File: src/rtl/aes_pkg.sv
// Shared AES definitions: state/column widths, GF(2^8) doubling and the
// control states of the iterative MixColumns stage.
package aes_pkg;

  localparam int AES_STATE_W = 128;
  localparam int AES_COL_W   = 32;

  typedef enum logic [1:0] {
    ST_IDLE = 2'd0,
    ST_BUSY = 2'd1,
    ST_DONE = 2'd2
  } mc_state_e;

  // Multiply by x in GF(2^8), reduced by the AES polynomial 0x11b
  function automatic logic [7:0] xtime(input logic [7:0] a);
    return {a[6:0], 1'b0} ^ (a[7] ? 8'h1b : 8'h00);
  endfunction

endpackage

File: src/rtl/aes_mix_column.sv
// Combinational MixColumns transform of one 32-bit column; byte a0 sits at
// the MSB. Shared with the inverse-cipher datapath.
module aes_mix_column
  import aes_pkg::*;
(
  input  logic [AES_COL_W-1:0] col,
  output logic [AES_COL_W-1:0] mixed
);

  logic [7:0] a0, a1, a2, a3;
  logic [7:0] x0, x1, x2, x3;

  assign {a0, a1, a2, a3} = col;

  assign x0 = xtime(a0);
  assign x1 = xtime(a1);
  assign x2 = xtime(a2);
  assign x3 = xtime(a3);

  // 3a is expressed as xtime(a) ^ a
  assign mixed = {x0 ^ (x1 ^ a1) ^ a2 ^ a3,
                  a0 ^ x1 ^ (x2 ^ a2) ^ a3,
                  a0 ^ a1 ^ x2 ^ (x3 ^ a3),
                  (x0 ^ a0) ^ a1 ^ a2 ^ x3};

endmodule

File: src/rtl/mix_columns_iter.sv
// Iterative AES MixColumns stage: transforms COLS_PER_CYCLE columns per busy
// cycle, or passes the state through untouched for the final round.
module mix_columns_iter
  import aes_pkg::*;
#(
  parameter int COLS_PER_CYCLE = 1
) (
  input  logic                   clk,
  input  logic                   rst,
  input  logic                   in_valid,
  output logic                   in_ready,
  input  logic [AES_STATE_W-1:0] in_state,
  input  logic                   in_bypass,
  output logic                   out_valid,
  input  logic                   out_ready,
  output logic [AES_STATE_W-1:0] out_state
);

  if (!(COLS_PER_CYCLE == 1 || COLS_PER_CYCLE == 2 || COLS_PER_CYCLE == 4)) begin : g_bad_cols
    $error("mix_columns_iter: COLS_PER_CYCLE must be 1, 2 or 4");
  end

  // The column counter is 2 bits wide, so a step of 4 wraps to 0.
  localparam logic [1:0] COL_STEP = 2'(COLS_PER_CYCLE);
  localparam logic [1:0] COL_LAST = 2'(4 - COLS_PER_CYCLE);

  mc_state_e              state;
  logic [1:0]             col_cnt;
  logic [AES_STATE_W-1:0] src;
  logic [AES_STATE_W-1:0] result;

  logic [1:0]           col_idx [COLS_PER_CYCLE];
  logic [AES_COL_W-1:0] col_in  [COLS_PER_CYCLE];
  logic [AES_COL_W-1:0] col_out [COLS_PER_CYCLE];

  always_comb begin
    for (int i = 0; i < COLS_PER_CYCLE; i++) begin
      col_idx[i] = col_cnt + 2'(i);
      col_in[i]  = src[AES_STATE_W-1 - AES_COL_W*int'(col_idx[i]) -: AES_COL_W];
    end
  end

  for (genvar g = 0; g < COLS_PER_CYCLE; g++) begin : g_col
    aes_mix_column u_mix_column (
      .col   (col_in[g]),
      .mixed (col_out[g])
    );
  end

  assign out_state = result;

  always_ff @(posedge clk or posedge rst) begin
    if (rst) begin
      state     <= ST_IDLE;
      col_cnt   <= 2'd0;
      src       <= '0;
      result    <= '0;
      in_ready  <= 1'b1;
      out_valid <= 1'b0;
    end else begin
      case (state)
        ST_IDLE: begin
          if (in_valid) begin
            src      <= in_state;
            col_cnt  <= 2'd0;
            in_ready <= 1'b0;
            if (in_bypass) begin
              result    <= in_state;
              out_valid <= 1'b1;
              state     <= ST_DONE;
            end else begin
              state <= ST_BUSY;
            end
          end
        end
        ST_BUSY: begin
          for (int i = 0; i < COLS_PER_CYCLE; i++) begin
            result[AES_STATE_W-1 - AES_COL_W*int'(col_idx[i]) -: AES_COL_W] <= col_out[i];
          end
          col_cnt <= col_cnt + COL_STEP;
          if (col_cnt == COL_LAST) begin
            out_valid <= 1'b1;
            state     <= ST_DONE;
          end
        end
        ST_DONE: begin
          if (out_ready) begin
            out_valid <= 1'b0;
            in_ready  <= 1'b1;
            state     <= ST_IDLE;
          end
        end
        default: begin
          out_valid <= 1'b0;
          in_ready  <= 1'b1;
          state     <= ST_IDLE;
        end
      endcase
    end
  end

endmodule

File: config.mk
export PLATFORM = sky130hd
export DESIGN_NAME = mix_columns_iter
export DESIGN_NICKNAME = d
export VERILOG_FILES = /design/src/rtl/aes_pkg.sv /design/src/rtl/aes_mix_column.sv /design/src/rtl/mix_columns_iter.sv
export SDC_FILE = /design/constraint.sdc
export NUM_CORES = 1
export LEC_CHECK = 0
export BUFFER_PORTS_ARGS = -buffer_cell sky130_fd_sc_hd__buf_2
export CAP_MARGIN = 20
export CORE_UTILIZATION = 34
export DETAILED_ROUTE_END_ITERATION = 7
export GPL_TIMING_DRIVEN = 0
export PLACE_DENSITY = 0.55
export SLEW_MARGIN = 20
export SYNTH_ARGS = -nofsm -noshare
export SYNTH_HDL_FRONTEND = slang
export SYNTH_SLANG_ARGS = --single-unit
File: constraint.sdc
create_clock -name clk -period 7.7 [get_ports clk]
set_input_delay 0.385 -clock clk [delete_from_list [all_inputs] [get_ports clk]]
set_output_delay 0.385 -clock clk [all_outputs]
set_load 0.02 [all_outputs]
After elaboration in Yosys (flattened, before gate mapping)
Index checks and enable logic that the tools add are counted.
- flip-flop bits (word level): 262
- logic and storage cells: 71
- $add $sub $neg: 3
- equal/unequal tests: 7
- shift-type cells: 3
- mux-type cells: 23
- bitwise gates (word level): 21
- reduce and logical (&&, ||, !) cells: 8
- operator list (operator ; count):
    $mux 128 ; 2
    $pmux 128 s2 ; 1
    $xor 8x8->8 ; 20
    $shift 32x33->159 const A ; 1
    $shiftx 159x8->32 ; 1
    $shiftx 32x33->159 ; 1
    $bwmux 128 ; 1
    $neg 8->33 ; 1
    $mux 5 ; 4
    $mux 2 ; 5
    $reduce_and 3->1 ; 3
    $ne 2x2->1 const B ; 4
    $sub 7x7->8 const A ; 1
    $mux 1 ; 6
    $pmux 1 s3 ; 2
    $pmux 2 s3 ; 1
    $eq 2x2->1 const B ; 2
    $pmux 2 s2 ; 1
    $reduce_and 2->1 ; 2
    $reduce_and 4->1 ; 1
    $add 2x1->2 const B ; 1
    $eq 2x1->1 const B ; 1
    $logic_not 2->1 ; 1
    $reduce_bool 2->1 ; 1
    $not 1->1 ; 1

Depth between registers and ports, before layout
- depth in word-level cells: 11
- depth in mapped cells: 10
- gate-level depth less buffers: 6

Cells and area by module
A second synthesis with hierarchy kept.
- cell total of the unflattened synthesis: 917
- area total of the unflattened synthesis: 13555.5 um2
- modules (own cells, without submodules) (module ; times used ; cells an instance ; area each (um2) ; seq. area each (um2)):
    mix_columns_iter ; 1 ; 831 ; 12233.0 ; 6557.5
    aes_mix_column ; 1 ; 86 ; 1322.5 ; 0.0

Worst setup path after synthesis
Ideal clock, no wire load.
- path kind: flip-flop to flip-flop
- start: register col_cnt[0]
- end: register result[9] (netlist: out_state[9])
- arrival time: 2.193 ns
- required time: 7.609 ns
- setup slack: 5.416 ns
- stages on the path, launching flop included: 7
- buffers on the path: 2
- cell sequence: dfrtp_1 -> buf_6 -> buf_12 -> mux4_2 -> xor2_1 -> xnor3_1 -> o221ai_1
- longest elaborated chain between the ends: 11
- ends and longest elaborated chain (item ; line ; RTL):
    start: declaration ; mix_columns_iter.sv:28 ; logic [1:0] col_cnt;
    start signal: assignment ; mix_columns_iter.sv:80 ; col_cnt <= col_cnt + COL_STEP;
    $sub 7x7->8 (*) ; mix_columns_iter.sv:39, mix_columns_iter.sv:78 ;
    $shiftx 159x8->32 ; mix_columns_iter.sv:39 ; col_in[i] = src[AES_STATE_W-1 - AES_COL_W*int'(col_idx[i]) -: AES_COL_W];
    $mux 5 ; aes_pkg.sv:16 ; return {a[6:0], 1'b0} ^ (a[7] ? 8'h1b : 8'h00);
    $xor 8x8->8 ; aes_pkg.sv:16 ;
    $xor 8x8->8 (on tied branches) (4 in series) ; aes_mix_column.sv:24, aes_mix_column.sv:21 ;
    $shiftx 32x33->159 ; mix_columns_iter.sv:78 ; result[AES_STATE_W-1 - AES_COL_W*int'(col_idx[i]) -: AES_COL_W] <= col_out[i];
    $bwmux 128 (*) ; mix_columns_iter.sv:78 ;
    $pmux 128 s2 (*) ; mix_columns_iter.sv:61 ; case (state)
    end signal: assignment ; mix_columns_iter.sv:68 ; result <= in_state;
    end signal: indexed assignment ; mix_columns_iter.sv:78 ;
    end: declaration ; mix_columns_iter.sv:30 ; logic [AES_STATE_W-1:0] result;
Mark *: on every way between the ends. The rest lies on a longest branch, timed or not.
A chain may end at the register's enable or synchronous reset.

Worst setup path after layout
- start: register col_cnt[1]
- end: register result[105] (netlist: out_state[105])
Same word-level chain as after synthesis.

==> impl_metrics.env <==
export IMPL_place_area_mm2=0.01482
export IMPL_synth_edf_count=0
export IMPL_viasPerCell=5.486
export IMPL_dieArea_mm2=0.03848
export IMPL_rsz0062_at_grt="false"
export IMPL_die_y_um=196.2
export IMPL_hold_path_class="input pin to flop"
export IMPL_antenna_found_initial=2
export IMPL_hold_end="src[112]"
export IMPL_numPortBuffers=262
export IMPL_ant_nets=0
export IMPL_io_pins=263
export IMPL_clk_insertion_delay_late_ps=560
export IMPL_start_util_pct=34.76
export IMPL_syn_area_mm2=0.01282
export IMPL_critPathCaptureType="flop"
export IMPL_setup_reg_to_reg_worst_slack_ps=4050
export IMPL_cp_start_kind="flop"
export IMPL_drtIter0Drc=865
export IMPL_synthesis_instances=998
export IMPL_critical_path_max_stage_delay_ps=710
export IMPL_first_pass_iters=5
export IMPL_r2r_end="out_state[105]"
export IMPL_grt_max_degree=95
export IMPL_clockBufferDepth=3
export IMPL_worst_path_most_repeated_cell="clkbuf_1"
export IMPL_drv_cap=0
export IMPL_worst_endpoint_arrival_ps=4030
export IMPL_yosys_most_used_dff="dfrtp_1"
export IMPL_r2r_start="col_cnt[1]"
export IMPL_period_share_pct=47.40
export IMPL_max_slew_margin_rel_pct=36.25
export IMPL_cts_sinks=262
export IMPL_max_slew_worst_pin_slew_ps=956.3
export IMPL_grt_pass1_vias=10240
export IMPL_path_cells="buf_4 > clkbuf_1 > inv_1 > ha_1 > nand2_1 > a21o_1 > buf_1 > clkbuf_1 > o221ai_1"
export IMPL_async_reset_ff_share_pct=100.0
export IMPL_route_detailed_drc=0
export IMPL_outcome="finished clean"
export IMPL_gp_congestion=0.8615
export IMPL_place_hpwl_um=35050
export IMPL_cts_tree="done"
export IMPL_cp_slowest_cell="clkbuf_1"
export IMPL_ys_types=37
export IMPL_r2r_cells=9
export IMPL_overflow=0
export IMPL_fin_area_mm2=0.01585
export IMPL_synth_seq_cells=262
export IMPL_row_count=70
export IMPL_ys_warn_count=0
export IMPL_max_freq_mhz=274.0
export IMPL_core_area_mm2=0.03687
export IMPL_clk_transition_reported_paths_ps=70
export IMPL_via_count=10010
export IMPL_fin_worst_skew_ps=15.86
export IMPL_avgSynthCellArea_um2=12.84
export IMPL_grt_usage_pct=25.29
export IMPL_finalHoldViolations=0
export IMPL_hold_path_cell_count=2
export IMPL_htreeDepth=1
export IMPL_fin_util_pct=42.98
export IMPL_post_cts_resized=0
export IMPL_grt_pass1_wl_um=69920
export IMPL_min_from="in_state[112]"
export IMPL_area_delta_synth_final_pct=23.64
export IMPL_wl_um=48550
export IMPL_drv_slew=0
export IMPL_critPathKind="flop to flop"
export IMPL_synth_nets=1135
export IMPL_die_x_um=196.2
export IMPL_setup_viol=0
export IMPL_crit_fanout=10
export IMPL_synth_seq_area_share_pct=51.16
export IMPL_layout_nets=1432
export IMPL_wire_per_inst_um=26.62
export IMPL_drive_gt1_share_pct=38.13
export IMPL_critPathRequiredTime_ps=8080
export IMPL_cts_inserted_buffers=30
export IMPL_num_fill_cells=3496
export IMPL_fin_crit_ps=3650
export IMPL_clockRootBuffer="clkbuf_16"
## how the worst max path moves through the flow
stage,endpoint,startpoint,slack [ps]
final,out_state[105],col_cnt[1],4050
after global routing,out_state[102],col_cnt[1],3920
after CTS,out_state[105],col_cnt[1],4110
after detailed placement,out_state[105],col_cnt[1],4150
after global placement,out_state[111],rst,-3300
after floorplan,col_cnt[0],rst,100
## cells by family (layout without fill, tap and decap cells)
| family | after synthesis | count (layout) | synth area share [%] |
|---|---|---|---|
| buffers and inverters | 83 | 404 | 2.821 |
| multiplexers | 160 | 160 | 16.98 |
| adder cells (fa/ha/maj) | 4 | 4 | 0.3904 |
| flip-flops | 262 | 262 | 51.16 |
| AO/OA/AOI/OAI | 137 | 137 | 9.605 |
| XOR/XNOR | 71 | 71 | 10.63 |
| other | 0 | 1 | 0 |
| AND/OR/NAND/NOR | 281 | 281 | 8.414 |
## cell usage in the layout, fill, tap and decap left out, types with 3 or more instances in the layout
cell type,n
mux4_2,28
xor2_1,7
dfrtp_1,261
clkbuf_1,72
buf_2,264
mux2_2,128
clkinv_2,8
nand2_1,266
xnor3_1,35
xnor2_4,3
mux4_1,4
o221ai_2,8
buf_1,4
clkbuf_8,6
xor2_2,4
a21o_1,4
inv_1,3
o221ai_1,120
xor3_1,7
xnor2_1,8
nor2_1,5
ha_1,4
xnor2_2,5
clkbuf_16,31
clkinvlp_4,3
## metal layers
metal  GRT usage (%)  vias up  routed length, um
met5               0        -                 12
met4           7.147        2               1232
met2           41.10      524              23080
met1           35.23     5145              20800
met3           3.610       79               3418
li1                -     4257                  -
## critical path: cells and delay by family, from the launching register on
family,cells,cell delay (ps)
buffers and inverters,5,2380
flip-flops,1,390
AO/OA/AOI/OAI,2,370
adder cells (fa/ha/maj),1,270
AND/OR/NAND/NOR,1,60
## timing repair
action,CTS,global route
buffers inserted,0,0
hold buffers,1,0
setup endpoints to repair,0,0
hold endpoints to repair,73,0
## Yosys cell counts (7+ instances only)
| cell | number | area, um2 |
|---|---|---|
| xor2_1 | 7 | 61.31 |
| dfrtp_1 | 261 | 6531 |
| mux4_2 | 28 | 630.6 |
| o221ai_1 | 120 | 1051 |
| xnor3_1 | 35 | 788.3 |
| nand2_1 | 266 | 998.5 |
| clkbuf_1 | 68 | 255.2 |
| mux2_2 | 128 | 1441 |
| xnor2_1 | 8 | 70.07 |
| o221ai_2 | 8 | 120.1 |
| xor3_1 | 7 | 166.4 |
## flip-flops by register name, summed over array words and instances, names as in the netlist
name / cells
col_cnt: 2
in_ready: 1
out_state: 128
out_valid: 1
src: 128
state: 2
## per-stage QoR
step / hold slack (ps) / setup WS [ps] / TNS, ps / instances
floorplan: 472.0 / 104.8 / 0 / 998
finish: 74.25 / 4050 / 0 / 1824
global route: 56.67 / 3923 / 0 / 1824
CTS: 58.88 / 4114 / 0 / 1823
detailed placement: 466.9 / 4153 / 0 / 1766
global placement: 462.8 / -3305 / -856370 / 1764
## final cells by class
type	instances	area [um2]	area share (%)
Sequential cell	262	6558	41.38
Multi-Input combinational cell	653	5899	37.22
Timing Repair Buffer	265	1376	8.684
Clock buffer	41	873.3	5.510
Tap cell	504	630.6	3.979
Buffer	79	346.6	2.187
Clock inverter	15	140.1	0.8842
Inverter	4	22.52	0.1421
Antenna cell	1	2.502	0.01579
Power is left out: the tool's default activity adds up to more than one toggle a clock period on the data nets, which glitch-free logic cannot reach.
